===== src/rtl/program_loader_if.sv =====
// Byte-stream input and program-memory write port of the program loader.
// The loader connects through the slave modport; the byte source and memory side use master.
interface program_loader_if #(
  parameter int INSTR_WIDTH = 16,
  parameter int ADDR_WIDTH  = 8
);
  logic                   in_valid;
  logic [7:0]             in_data;
  logic                   in_ready;
  logic                   mem_we;
  logic [ADDR_WIDTH-1:0]  mem_addr;
  logic [INSTR_WIDTH-1:0] mem_wdata;

  modport slave (
    input  in_valid, in_data,
    output in_ready, mem_we, mem_addr, mem_wdata
  );

  modport master (
    output in_valid, in_data,
    input  in_ready, mem_we, mem_addr, mem_wdata
  );
endinterface


===== src/rtl/program_loader.sv =====
// Loads a length-prefixed, XOR-checksummed byte stream into program memory and
// holds the downstream CPU in reset until a load completes with a valid checksum.
module program_loader #(
  parameter int INSTR_WIDTH = 16,  // multiple of 8, 8..32
  parameter int ADDR_WIDTH  = 8    // 1..16
) (
  input  logic              clk,
  input  logic              rst,
  input  logic              start,
  program_loader_if.slave   bus,
  output logic              cpu_hold,
  output logic              done,
  output logic              error
);
  localparam int BYTES = INSTR_WIDTH / 8;
  localparam logic [1:0]  LAST_BYTE = 2'(BYTES - 1);
  localparam logic [16:0] MAX_WORDS = 17'(1) << ADDR_WIDTH;

  typedef enum logic [2:0] {IDLE, LEN_LO, LEN_HI, DATA, CSUM, DONE, ERR} state_t;

  state_t                 state;
  logic [15:0]            len;
  logic [15:0]            word_cnt;
  logic [1:0]             byte_cnt;
  logic [7:0]             csum;
  logic [INSTR_WIDTH-1:0] partial;
  logic [INSTR_WIDTH-1:0] word_next;
  logic [16:0]            len_next;
  logic                   accept;

  assign bus.in_ready = (state == LEN_LO) || (state == LEN_HI) ||
                        (state == DATA)   || (state == CSUM);
  assign accept   = bus.in_valid && bus.in_ready;
  assign cpu_hold = (state != DONE);
  assign done     = (state == DONE);
  assign error    = (state == ERR);
  assign len_next = {1'b0, bus.in_data, len[7:0]};

  // Little-endian insertion of the incoming byte into the word being assembled.
  always_comb begin
    // NOTE: assign a default before any conditional update so no latch is inferred.
    word_next = partial;
    for (int i = 0; i < BYTES; i++) begin
      if (byte_cnt == 2'(i)) word_next[i*8 +: 8] = bus.in_data;
    end
  end

  always_ff @(posedge clk or negedge rst) begin
    if (!rst) begin
      state         <= IDLE;
      len           <= '0;
      word_cnt      <= '0;
      byte_cnt      <= '0;
      csum          <= '0;
      partial       <= '0;
      bus.mem_we    <= 1'b0;
      bus.mem_addr  <= '0;
      bus.mem_wdata <= '0;
    end else begin
      // NOTE: sequential state uses non-blocking assignments only; the default
      // deassertion below turns every write strobe into a one-cycle pulse.
      bus.mem_we <= 1'b0;
      case (state)
        IDLE, DONE, ERR: begin
          if (start) begin
            state    <= LEN_LO;
            len      <= '0;
            word_cnt <= '0;
            byte_cnt <= '0;
            csum     <= '0;
            partial  <= '0;
          end
        end
        LEN_LO: begin
          if (accept) begin
            len[7:0] <= bus.in_data;
            state    <= LEN_HI;
          end
        end
        LEN_HI: begin
          if (accept) begin
            len[15:8] <= bus.in_data;
            if (len_next == '0)           state <= CSUM;
            else if (len_next > MAX_WORDS) state <= ERR;
            else                           state <= DATA;
          end
        end
        DATA: begin
          if (accept) begin
            csum <= csum ^ bus.in_data;
            if (byte_cnt == LAST_BYTE) begin
              bus.mem_we    <= 1'b1;
              bus.mem_addr  <= word_cnt[ADDR_WIDTH-1:0];
              bus.mem_wdata <= word_next;
              byte_cnt      <= '0;
              word_cnt      <= word_cnt + 16'd1;
              if (word_cnt == len - 16'd1) state <= CSUM;
            end else begin
              partial  <= word_next;
              byte_cnt <= byte_cnt + 2'd1;
            end
          end
        end
        CSUM: begin
          if (accept) state <= (bus.in_data == csum) ? DONE : ERR;
        end
        default: state <= IDLE;
      endcase
    end
  end
endmodule

===== src/flat_wrapper.sv =====
// flat-port wrapper written by rule: the top's interface ports become plain ports
module program_loader_flat 
#(
  parameter int INSTR_WIDTH = 16,                         
  parameter int ADDR_WIDTH  = 8            
)
  (clk, rst, start, cpu_hold, done, error, bus_in_valid, bus_in_data, bus_in_ready, bus_mem_we, bus_mem_addr, bus_mem_wdata);
  program_loader_if #(.INSTR_WIDTH(INSTR_WIDTH), .ADDR_WIDTH(ADDR_WIDTH)) bus_i ();
  input  logic clk;
  input  logic rst;
  input  logic start;
  output logic cpu_hold;
  output logic done;
  output logic error;
  input wire logic [$bits(bus_i.in_valid)-1:0] bus_in_valid;
  input wire logic [$bits(bus_i.in_data)-1:0] bus_in_data;
  output wire logic [$bits(bus_i.in_ready)-1:0] bus_in_ready;
  output wire logic [$bits(bus_i.mem_we)-1:0] bus_mem_we;
  output wire logic [$bits(bus_i.mem_addr)-1:0] bus_mem_addr;
  output wire logic [$bits(bus_i.mem_wdata)-1:0] bus_mem_wdata;
  assign bus_i.in_valid = bus_in_valid;
  assign bus_i.in_data = bus_in_data;
  assign bus_in_ready = bus_i.in_ready;
  assign bus_mem_we = bus_i.mem_we;
  assign bus_mem_addr = bus_i.mem_addr;
  assign bus_mem_wdata = bus_i.mem_wdata;
  program_loader #(.INSTR_WIDTH(INSTR_WIDTH), .ADDR_WIDTH(ADDR_WIDTH)) u_core (.clk(clk), .rst(rst), .start(start), .bus(bus_i), .cpu_hold(cpu_hold), .done(done), .error(error));
endmodule

===== config.mk =====
export PLATFORM = sky130hd
export DESIGN_NAME = program_loader_flat
export DESIGN_NICKNAME = d
export VERILOG_FILES = /design/src/rtl/program_loader_if.sv /design/src/rtl/program_loader.sv /design/src/flat_wrapper.sv
export SDC_FILE = /design/constraint.sdc
export NUM_CORES = 1
export LEC_CHECK = 0
export BUFFER_PORTS_ARGS = -buffer_cell sky130_fd_sc_hd__buf_2
export CORE_UTILIZATION = 23
export DETAILED_ROUTE_END_ITERATION = 10
export GPL_TIMING_DRIVEN = 0
export PLACE_DENSITY = 0.47
export SYNTH_ARGS = -nofsm -noshare
export SYNTH_HDL_FRONTEND = slang
export SYNTH_SLANG_ARGS = --single-unit

===== constraint.sdc =====
create_clock -name clk -period 5 [get_ports clk]
set_clock_uncertainty 0.05 [all_clocks]
set_input_delay 0.5 -clock clk [delete_from_list [all_inputs] [get_ports clk]]
set_output_delay 0.5 -clock clk [all_outputs]
set_load 0.05 [all_outputs]

==> results of run 1 <==
==> worst min path at each step <==
stage	to	slack [ps]	cells after the start
after global routing	u_core.word_cnt[13]	80	1
after CTS	u_core.word_cnt[13]	70	1
final	u_core.word_cnt[13]	50	1
after detailed placement	u_core.word_cnt[13]	440	1
after global placement	u_core.csum[5]	430	2
after floorplan	u_core.bus.mem_addr[0]	150	0
==> per-stage QoR <==
| stage | power (mW) | setup WS (ps) | cells |
|---|---|---|---|
| after floorplan | 2.198 | 2459 | 448 |
| after global placement | 2.568 | 2013 | 713 |
| after detailed placement | 2.602 | 2022 | 714 |
| after CTS | 3.300 | 1993 | 730 |
| after global routing | 3.518 | 1811 | 730 |
| final | 3.280 | 1980 | 730 |
==> metal layers <==
metal	track usage [%]	share of wire, %	vias up
met5	0	0	-
met4	3.419	0.61	0
met3	2.723	3.5	6
met2	20.48	48	53
met1	16.67	48	1693
li1	-	-	1678
==> report_power, final <==
group          internal (mW)  total, mW  switching [mW]
sequential             0.814      0.977           0.163
clock                  0.393      0.678           0.286
combinational          0.580       1.62            1.04
total                   1.79       3.28            1.49
==> area by class of cell <==
cell class / instances / area (um2) / share of cell area, %
Sequential cell: 78 / 1952 / 38.91
Clock inverter: 7 / 80.08 / 1.596
Clock buffer: 9 / 225.2 / 4.490
Tap cell: 229 / 286.5 / 5.712
Timing Repair Buffer: 37 / 210.2 / 4.191
Multi-Input combinational cell: 333 / 2111 / 42.08
Inverter: 12 / 45.04 / 0.8980
Buffer: 25 / 106.4 / 2.120
==> cells in the final DEF (no fill, tap or decap), types with 2 or more instances in the layout <==
| cell | n |
|---|---|
| sky130_fd_sc_hd__o211ai_1 | 2 |
| sky130_fd_sc_hd__nand3b_1 | 4 |
| sky130_fd_sc_hd__mux2i_1 | 3 |
| sky130_fd_sc_hd__xnor2_1 | 19 |
| sky130_fd_sc_hd__nor2_1 | 25 |
| sky130_fd_sc_hd__or3_1 | 7 |
| sky130_fd_sc_hd__xor2_1 | 13 |
| sky130_fd_sc_hd__nor3_2 | 2 |
| sky130_fd_sc_hd__a21oi_1 | 14 |
| sky130_fd_sc_hd__o21ai_0 | 42 |
| sky130_fd_sc_hd__mux2_2 | 26 |
| sky130_fd_sc_hd__a211oi_1 | 2 |
| sky130_fd_sc_hd__o22ai_1 | 4 |
| sky130_fd_sc_hd__nor4b_1 | 2 |
| sky130_fd_sc_hd__nor2b_1 | 15 |
| sky130_fd_sc_hd__o2bb2ai_1 | 2 |
| sky130_fd_sc_hd__or4_1 | 4 |
| sky130_fd_sc_hd__nand4_1 | 9 |
| sky130_fd_sc_hd__o21a_1 | 3 |
| sky130_fd_sc_hd__inv_6 | 3 |
| sky130_fd_sc_hd__nand3_1 | 7 |
| sky130_fd_sc_hd__ha_1 | 3 |
| sky130_fd_sc_hd__buf_2 | 39 |
| sky130_fd_sc_hd__a31oi_1 | 2 |
| sky130_fd_sc_hd__buf_4 | 3 |
| sky130_fd_sc_hd__nor3_1 | 8 |
| sky130_fd_sc_hd__clkbuf_16 | 9 |
| sky130_fd_sc_hd__a21o_1 | 4 |
| sky130_fd_sc_hd__a2111oi_0 | 2 |
| sky130_fd_sc_hd__nor4_1 | 9 |
| sky130_fd_sc_hd__clkinvlp_4 | 2 |
| sky130_fd_sc_hd__and3_1 | 4 |
| sky130_fd_sc_hd__inv_1 | 12 |
| sky130_fd_sc_hd__nand2b_1 | 2 |
| sky130_fd_sc_hd__dfrtp_1 | 78 |
| sky130_fd_sc_hd__clkbuf_1 | 18 |
| sky130_fd_sc_hd__a22oi_1 | 2 |
| sky130_fd_sc_hd__nand2_1 | 72 |
| sky130_fd_sc_hd__nor3b_2 | 2 |
==> kinds of logic after synthesis <==
| family | count (synthesis) | synth area share (%) |
|---|---|---|
| AOI/OAI and AO/OA | 87 | 12.35 |
| xor gates and xnor gates | 32 | 6.651 |
| adders and majority gates | 3 | 0.8908 |
| buffers and inverters | 37 | 3.592 |
| DFF | 78 | 46.32 |
| muxes | 29 | 7.660 |
| and+or+nand+nor | 182 | 22.54 |
==> flip-flops by register name, summed over array words and instances, names as in the netlist <==
| register | cells |
|---|---|
| u_core.csum | 8 |
| u_core.state | 3 |
| u_core.bus.mem_addr | 8 |
| u_core.partial | 8 |
| u_core.bus.mem_we | 1 |
| u_core.word_cnt | 16 |
| u_core.byte_cnt | 2 |
| u_core.len | 16 |
| u_core.bus.mem_wdata | 16 |
==> results.txt, run 1 <==
- The flow ran to the end, and the final reports show no timing, DRC or antenna violations.
* Area grow syn2layout: 19.03%
- In the final layout, the share of cells above drive strength 1 is 18.76%.
- For this run, the share of the core covered by cells in the final layout is 27.92%.
- Nature of the critical path startpoint: flip-flop
- Top cells by count, synth: 78 x sky130_fd_sc_hd__dfrtp_1, 72 x sky130_fd_sc_hd__nand2_1, 42 x sky130_fd_sc_hd__o21ai_0
- Synthesis inferred 78 register bits.
- By area the synthesized netlist is led by sky130_fd_sc_hd__dfrtp_1 46%, sky130_fd_sc_hd__mux2_2 6.9%, sky130_fd_sc_hd__nand2_1 6.4%, sky130_fd_sc_hd__o21ai_0 5.0%, sky130_fd_sc_hd__xnor2_1 3.9%.
- Clock edge transition at the registers on the reported setup and hold paths: 70 ps
* Transition time at the pin with the least slew margin: 825.4 ps
* TritonCTS clock tree: yes
- Core Footprint: 17,960 um2
- The critical path is of the flip-flop to flip-flop type.
- Element type at the critical path end: flip-flop
- The count of nets left with antenna violations once routing finished came out at 0.
* Static leakage: 2.182 nW
- The most critical setup path has its startpoint at u_core.len[0].
* Critical path endpoint: u_core.state[0]
- The kind of cell with the highest combined delay along the critical path is simple AND/OR/NAND/NOR gates.
- In this run the critical register-to-register path is launched from u_core.len[0].
* Width of the chip: 137.4 um
* Max-capacitance violation count: 0
- Netlist area before placement: 4214 um2
- Worst hold slack: 49.17 ps
* P per Cell Area: 653.9 nW/um2
- After synthesis, the largest area contributor takes up 46.32% of total cell area.
* Nets in the synthesized netlist: 463
- Data required, critical path: 5140 ps
- Sum of negative setup slack: 0 ps
- Setup repair after global routing left no endpoint under its margin.
- Leading area contributor after synthesis: sky130_fd_sc_hd__dfrtp_1
* Seq/Total Area, Yosys: 46.32%
- Global routing finished with a remaining overflow of 0.
- Dividing the detail-routed via count by the number of cells gives 4.699.
- Largest stage delay, worst path: 480 ps
- In the synthesized netlist the dominant register cell turns out to be sky130_fd_sc_hd__dfrtp_1.
* Final worst path period need: 3020 ps
* Mean routed wirelength per cell: 15.19 um
- Counting every instance in the synthesized netlist gives 448.
- Die ar.: 18,870 um2
* Syn Area/Cell: 9.406 um2
- Tightest slew margin relative to the limit: 44.50%
* Cell Area, Placed: 4711 um2
- Input and output buffers added on the ports amount to 36.
* Buffering stage count on the worst path with inverters included: 3
* Data arrival, critical path: 3160 ps
* Min-delay worst type: input pin to asynchronous set/reset pin
- Root Buffer Master: sky130_fd_sc_hd__clkbuf_16
* Final Max Slew Viols: 0
- Yosys printed 0 warnings.
- In this run, post-CTS repair resized a total of 0 instances.
- Number of failing setup endpoints in the final timing report: 0
* Number of flops mapped to enable cells by yosys: 0
- The floorplan step set the die height to 137.4 um.
- By instance count, the leading cell after synthesis is sky130_fd_sc_hd__dfrtp_1.
* Async set-reset flop share out of synthesis: 100.0%
- In this run the worst path has a maximum fanout of 10.
* DP Wirelength: 8010 um
- In the routed design, unresolved DRC markers number 0.
- Largest net degree at the start of global routing: 48
* Fill cells: 1,907
- Post-route standard cell area excluding fillers: 5016 um2
- The first detailed-routing pass ran for 4 iterations.
- The worst-case IR drop observed on VDD is 0.2831 mV.
- Derived from the worst setup path, the maximum achievable clock frequency is 0.3311 GHz.
- Traced cell by cell, the critical path runs through clkbuf_1 > inv_1 > ha_1 > buf_4 > or4b_4 > a2111oi_0 > o21a_1 > o22ai_1 > nor4_2 > a211oi_1.
* Count of hold buffers inserted by post-cts repair: 0
- Violation count after the first detailed-route iteration: 217
- The number of antenna violations at the first check in global routing is 0.
- Setup Fix Bufs, Post-CTS: 0
* Row cnt: 49
* Total vias in the final route: 3,430
- 41 I/O pins were placed.
* Worst skew pair latency: 340 ps
- Global routing used 12.56% of the available tracks across all layers.
- Once the floorplan was initialized, standard cells occupied 23.46% of the core.
- The first global-routing pass estimated 18,030 um of wire.
- Worst reg2reg endpoint: u_core.state[0]
- The final layout contains 511 nets.
- Wires add up to 11,090 um.
- Counting cells, the worst reg-to-reg path comes to 10.
- At the end of routability-driven placement, the weighted congestion stood at 0.8119.
- Buffers inserted during clock tree synthesis total 9.
- Count of H-tree levels built during CTS: 3
* Hold Violations, Final: 0
- Among all stages on the critical path, the largest delay is contributed by sky130_fd_sc_hd__or4b_4.
- TritonCTS sink count: 78
* Antenna diodes: 0
- Worst reg2reg setup slack: 1980 ps
* Vias in the first global route: 3,387
- The final critical path takes up 60.41% of the cycle.
- Maximum root-to-sink buffer count: 2
* Crit. path cell count: 10
- Post-synthesis cell type count: 55
Note: power is estimated with default switching activity, not from simulation.
==> run 2: changes to the inputs <==
PLACE_DENSITY = 0.48   (was 0.47)
clock period = 2.6 ns   (was 5 ns; I/O delays follow)
==> run 2 against run 1 <==
Critical path depth is the same. Clock power grew 70%. Flip-flop and latch count unchanged. Sequential power rose by 95%. Clock-buffer cell count increased by 1. Hold slack better by 170 ps. Sequential share of layout area down 0.74 points.
==> results.txt, run 2 (synthesized netlist as in run 1, its figures left out) <==
- The largest registers in the layout are u_core.bus.mem_wdata: 16 flops, u_core.len: 16 flops, u_core.word_cnt: 16 flops.
- Worst ir drop on vdd: 0.6673 mV (+140%)
* Layout cells sized above 1: 21.54% (+2.8 points)
- The power per standard cell area came to 1259 nW/um2 (+93%).
- Element type at the critical path end: flip-flop
- The core box area came to 17,960 um2 (unchanged).
- The run finished with clean final reports.
- Worst skew pair latency: 330 ps (about the same)
- CP Class: flip-flop to flip-flop
* Count of H-tree levels built during CTS: 3 (unchanged)
- Largest net degree at the start of global routing: 47 (-2.1%)
* Tightest slew margin relative to the limit: 46.61% (+2.1 points)
- The number of inserted filler cells in the final layout came to 1,915 (+0.42%).
* Highest achievable clock rate: 0.3970 GHz (+20%)
- The routability congestion estimate from global placement came to 0.8575 (+5.6%).
- Final worst path period need: 2519 ps (-501.4 ps)
- Drt total wl: 11,320 um (+2.1%)
- Initial antenna violation count: 0 (unchanged)
- Post-layout util: 28.50% (+0.58 points)
- Maximum root-to-sink buffer count: 2 (unchanged)
- The first-pass GRT wire length came to 18,290 um (+1.4%).
- TritonCTS clock tree: yes
- The total overflow reported by the global router is 0 (unchanged).
- The total die area came to 18,870 um2 (unchanged).
- The final total power came to 6.445 mW (+96%).
- Among all stages on the critical path, the largest delay is contributed by sky130_fd_sc_hd__or4b_4.
- Largest stage delay, worst path: 490 ps (about the same)
- Leaving out fill and tap cells, the most frequent cells in the layout are 76 x sky130_fd_sc_hd__dfrtp_1, 72 x sky130_fd_sc_hd__nand2_1, 42 x sky130_fd_sc_hd__o21ai_0.
- Net count of the finished layout: 517 (+1.2%)
* Nature of the critical path startpoint: flip-flop
* Vertical extent of the die: 137.4 um (unchanged)
- The signal arrival time at the worst endpoint was 2680 ps (-480 ps).
- The max-capacitance violation count is 0 (unchanged).
- The worst hold path belongs to the class input pin to flip-flop.
- The hold violation total from the final report came to 0 (unchanged).
* Number of failing setup endpoints in the final timing report: 0 (unchanged)
- CP max FO: 5 (-5)
* Antenna diodes: 0 (unchanged)
- The area of combinational cells with multiple inputs came to 2197 um2 (+4.1%).
- Number of clock buffers inserted by TritonCTS: 9 (unchanged)
- The global routing usage summed across all routing layers is 12.67% (+0.12 points).
- The slew at the pin with the worst max-slew slack was 794.7 ps (-30.75 ps).
- Vias in the first global route: 3,405 (+0.53%)
- DP Wirelength: 8043 um (+0.41%)
* Data required, critical path: 2760 ps (-2380 ps)
- The number of I/O pins was 41 (unchanged).
* Total vias in the final route: 3,478 (+1.4%)
- The period utilization came to 96.88% (+36 points).
- The design area was 5120 um2 (+2.1%).
- The number of DRC markers after the initial detailed-route iteration came to 213 (-1.8%).
- Leaving out fill and tap cells, the most frequent cell in the layout is sky130_fd_sc_hd__dfrtp_1.
- The remaining number of nets flagged by the antenna check after routing was 0 (unchanged).
* Critical path cell sequence: inv_1 > ha_1 > buf_6 > or4b_4 > a2111oi_4 > o21a_1 > o22ai_1 > nor4_4 > buf_4 > o211ai_1
- The detail-routed net length per standard cell is 15.41 um (+1.5%).
- The first-pass iteration count of the detailed router was 4 (unchanged).
- The detailed-route DRC error count is 0 (unchanged).
- The count of final max-slew check failures came to 0 (unchanged).
- Width of the chip: 137.4 um (unchanged)
- Static leakage: 2.215 nW (+1.5%)
- The area growth from synthesis to layout is 21.50%.
- The number of vias per cell is 4.732 (+0.71%).
- The sequential cell area came to 1954 um2 (+0.13%).
- Root Buffer Master: sky130_fd_sc_hd__clkbuf_16
- Cell Area, Placed: 4711 um2 (unchanged)
* Clock edge transition at the registers on the reported setup and hold paths: 60 ps (about the same)
- Row cnt: 49 (unchanged)
- The number of buffer cells added on primary ports was 36 (unchanged).
* Initial cell density of the core: 23.46% (unchanged)
* TritonCTS sink count: 78 (unchanged)
==> run 2: changes by cell type in the layout (fill, tap and decap cells not counted), moves of 2 or more <==
cell,before,now
sky130_fd_sc_hd__buf_4,3,8
sky130_fd_sc_hd__a2111oi_0,2,0
sky130_fd_sc_hd__dfrtp_1,78,76
sky130_fd_sc_hd__dfrtp_2,0,2
sky130_fd_sc_hd__inv_6,3,1
sky130_fd_sc_hd__nor3_4,0,2
==> run 2: layout make-up <==
type                            instances  area share (%)
Multi-Input combinational cell        333           42.91
Clock buffer                           10           4.472
Buffer                                 24           2.077
Tap cell                              229           5.596
Inverter                               12          0.8798
Sequential cell                        78           38.17
Timing Repair Buffer                   44           5.181
Clock inverter                          5          0.7087
==> run 2: through the flow <==
stage	hold WS, ps	worst slack [ps]	TNS [ps]	std cells
after floorplan	-85.59	58.90	0	448
after global placement	429.3	-387.6	-1072	713
after detailed placement	201.0	-426.6	-1193	714
after CTS	208.7	15.50	0	731
after global routing	223.7	-33.05	-33.12	735
final	215.7	81.15	0	735
==> run 2: worst max-delay path: cells and delay by family, from the launching register on <==
family          cells  cell delay (ps)
simple gates        2              790
flops               1              410
buf+inv             3              370
fa+ha+maj           1              160
compound gates      4              610
==> run 2: what timing repair did <==
item                                   CTS  global route
hold buffers                             1             0
pin swaps                                1             4
setup buffers                            2             4
endpoints found under the hold margin   32             0
gates cloned                             0             0
setup endpoints to repair                3             6
resized for setup                        6            13
==> run 2: power by group <==
part | internal [mW] | switching (mW) | leakage, nW
clock | 0.643 | 0.505 | 0.121
combinational | 1.27 | 2.12 | 1.05
sequential | 1.57 | 0.341 | 1.05
total | 3.48 | 2.96 | 2.21
==> run 2: metal layers <==
metal | up-vias | wire length, um | track usage (%) | share of wire [%]
met4 | 0 | 87 | 2.869 | 0.77
li1 | 1688 | - | - | -
met1 | 1704 | 5229 | 17.12 | 46
met2 | 75 | 5388 | 20.54 | 48
met3 | 11 | 619 | 2.796 | 5.5
met5 | - | 0 | 0 | 0
==> run 2: path summary, 6_finish.rpt <==
check | startpoint | slack (ps) | endpoint | cells past startpoint
worst max-delay path | u_core.len[0] | 80 | u_core.state[1] | 10
worst min register to register | u_core.bus.mem_wdata[11] | 450 | u_core.bus.mem_wdata[11] | 1
worst max register to register | u_core.len[0] | 80 | u_core.state[1] | 10
min in group asynchronous | rst | 380 | u_core.word_cnt[11] | 2
worst min-delay path | bus_in_data[1] | 220 | u_core.len[1] | 3
max in group asynchronous | rst | 1510 | u_core.len[0] | 3
==> run 3: changes to the inputs <==
CELL_PAD_IN_SITES_DETAIL_PLACEMENT = 0   (was default)
CELL_PAD_IN_SITES_GLOBAL_PLACEMENT = 1   (was default)
CORE_MARGIN = 2   (was default)
PLACE_DENSITY = 0.56   (was 0.48)
==> run 3 against run 2 <==
Cell area increased by 1.7%. Via count increased by 0.63%. Non-clock buffer count unchanged. Sequential power about the same. Maximum frequency decreased by 1.4%. Critical endpoint is now u_core.state[0]. Wire length increased by 6.5%. Critical path depth unchanged. Sequential share of layout area decreased by 0.60 points. Largest power group unchanged. Clock-buffer cell count increased by 1.
==> results.txt, run 3 (synthesized netlist as in run 1, its figures left out) <==
- The part of the total power dissipated in sequential elements is 28.2% (-1.4 points).
* Row cnt: 49 (unchanged)
- The hold violation total from the final report was 0 (unchanged).
- Outcome: complete, no violations
- CP max FO: 8 (+3)
* Vias in the first global route: 3,418 (+0.38%)
- Area grow syn2layout: 23.52%
- In the layout the commonest cells are 75 x sky130_fd_sc_hd__dfrtp_1, 72 x sky130_fd_sc_hd__nand2_1, 41 x sky130_fd_sc_hd__o21ai_0.
- Total track usage: 12.78% (+0.11 points)
- P per Cell Area: 1303 nW/um2 (+3.5%)
* Element type at the critical path end: flip-flop
- The number of vias per cell was 4.755 (+0.50%).
- The headroom to the max-slew limit was 39.50% (-7.1 points).
- Initial cell density of the core: 23.46% (unchanged)
- CTS placed an instance of sky130_fd_sc_hd__clkbuf_16 at the clock tree root.
* Final cycle utilization of the critical path: 98.27% (+1.4 points)
* Worst hold slack: 197.8 ps (-17.91 ps)
- The total via count after detailed routing is 3,500 (+0.63%).
- Count of H-tree levels built during CTS: 3 (unchanged)
- Remaining global-route overflow: 0 (unchanged)
- Quantity of I/O buffers inserted on ports: 36 (unchanged)
- DP Wirelength: 8421 um (+4.7%)
- Static leakage: 2.257 nW (+1.9%)
- The routability congestion estimate from global placement is 0.8745 (+2.0%).
- Switching power: 3.100 mW (+4.6%)
* Remaining routing DRC violations: 0 (unchanged)
- TritonCTS sink count: 78 (unchanged)
* Core Footprint: 17,960 um2 (unchanged)
- Most common library cell in the layout ignoring fill and taps: sky130_fd_sc_hd__dfrtp_1
- Antenna viol nets, final: 0 (unchanged)
- The maximum clock insertion buffer count came to 2 (unchanged).
- The part of the power in combinational logic was 52.2% (-0.4 points).
- The final critical delay including setup and external delays is 2555 ps (+36.08 ps).
* Die ar.: 19,420 um2 (+2.9%)
- TritonCTS built the clock tree.
- Transition time at the pin with the least slew margin: 900.6 ps (+105.9 ps)
- The horizontal die dimension came to 139.4 um (+1.5%).
- The signal on the critical path passes through inv_2 > ha_4 > buf_6 > or4b_4 > nor4_4 > a2bb2oi_2 > nand4_1 > nor4_4 > buf_4 > a211oi_2.
- First-pass DRT Iterations: 4 (unchanged)
- Nature of the critical path startpoint: flip-flop
- Number of clock buffers inserted by TritonCTS: 9 (unchanged)
- Net count of the finished layout: 517 (unchanged)
- I/O pin total: 41 (unchanged)
- Regs by FF count: u_core.bus.mem_wdata: 16 flops, u_core.len: 16 flops, u_core.word_cnt: 16 flops
* Sum of negative setup slack: 0 ps (unchanged)
- The worst-skew pair later-pin latency was 350 ps (+20 ps).
- The data required time at the worst endpoint was 2780 ps (+20 ps).
- Number of failing setup endpoints in the final timing report: 0 (unchanged)
* Worst ir drop on vdd: 0.4750 mV (-29%)
- The tightest min-delay check is of the input pin to flip-flop type.
* Initial antenna violation count: 0 (unchanged)
- The fraction of final layout cells with drive strength greater than 1 was 23.47% (+1.9 points).
- Drt total wl: 12,060 um (+6.5%)
- The number of DRC markers after the initial detailed-route iteration was 152 (-29%).
- Critical-path cell with the highest stage delay: sky130_fd_sc_hd__or4b_4
- CP Class: flip-flop to flip-flop
- The largest incremental delay on the critical path came to 490 ps (about the same).
- Critical path's most frequent cell: sky130_fd_sc_hd__nor4_4
- Data arrival, critical path: 2740 ps (+60 ps)
- Antenna diodes: 0 (unchanged)
- The detail-routed net length per standard cell is 16.38 um (+6.3%).
- Clock edge transition at the registers on the reported setup and hold paths: 70 ps (about the same)
* Proportion of power drawn by the clock network: 19.6% (+1.8 points)
- The count of final max-slew check failures was 0 (unchanged).
- The max-capacitance violation count was 0 (unchanged).
- Largest net degree at the start of global routing: 61 (+30%)
- The die span in y is 139.4 um (+1.5%).
- The achievable clock frequency came to 0.3914 GHz (-1.4%).
- Global-route wire length before repair: 19,300 um (+5.5%)
- Pint: 3.681 mW (+5.7%)
* Switching power as a share of total power: 45.72% (-0.26 points)
==> run 3: cell count changes in the layout (fill, tap and decap cells not counted), sizes merged <==
cell      previous run  this run
clkinvlp             3         1
inv                 13        15
buf                 50        51
bufinv               0         1
clkinv               1         0
==> run 3: worst max-delay path: cells and delay by family (launching register included) <==
family | cells | cell delay (ps)
adder cells (fa/ha/maj) | 1 | 130
AND/OR/NAND/NOR | 4 | 1250
AO/OA/AOI/OAI | 2 | 210
buffers and inverters | 3 | 380
flip-flops | 1 | 420
==> run 3: final cells by class <==
type                       count  area, um2
buffer                        23      105.1
clock buffer                  11      242.7
clock inverter                 5      63.81
fill                        1910      12760
inverter                      12      45.04
multi-input combinational    333       2233
sequential                    78       1956
tap                          229      286.5
timing repair buffer          45      272.8
==> run 3: worst paths after layout <==
path | from | to | slack [ps] | depth (start not counted)
max | u_core.len[0] | u_core.state[0] | 50 | 10
min | bus_in_data[1] | u_core.partial[1] | 200 | 3
max reg2reg | u_core.len[0] | u_core.state[0] | 50 | 10
min reg2reg | u_core.bus.mem_addr[4] | u_core.bus.mem_addr[4] | 450 | 1
max in group asynchronous | rst | u_core.state[0] | 1610 | 3
min in group asynchronous | rst | u_core.word_cnt[10] | 290 | 2
==> run 3: power groups by stage <==
stage / Combinational [mW] / Clock, mW / Sequential (mW)
after global placement: 3.12 / 0 / 1.89
after floorplan: 1.97 / 0 / 2.25
after CTS: 3.29 / 1.38 / 1.89
after global routing: 3.86 / 1.43 / 1.97
after detailed placement: 3.15 / 0 / 1.90
final: 3.54 / 1.33 / 1.91
==> run 3: stage by stage <==
step	worst slack, ps	cell area, um2	total power [mW]	std cells	utilization, %
3_3_place_gp	-542.2	4681	5.003	713	26.06
2_1_floorplan	58.90	4214	4.226	448	-
5_1_grt	-29.00	5205	7.260	736	28.98
4_1_cts	-8.300	5084	6.548	732	28.30
6_report	45.07	5205	6.781	736	28.98
3_5_place_dp	-518.1	4711	5.051	714	26.22
==> run 3: routing by layer <==
| metal | track usage (%) | wire length, um | up-vias |
|---|---|---|---|
| li1 | - | - | 1688 |
| met1 | 17.27 | 5806 | 1726 |
| met2 | 19.76 | 5554 | 70 |
| met3 | 3.957 | 504 | 16 |
| met4 | 3.668 | 192 | 0 |
| met5 | 0 | 0 | - |
==> run 3: what timing repair did <==
action | 4_1_cts | 5_1_grt
endpoints found under the setup margin | 5 | 21
pin swaps | 3 | 5
hold buffers | 1 | 0
endpoints found under the hold margin | 18 | 0
resized for setup | 10 | 23
setup buffers | 2 | 5
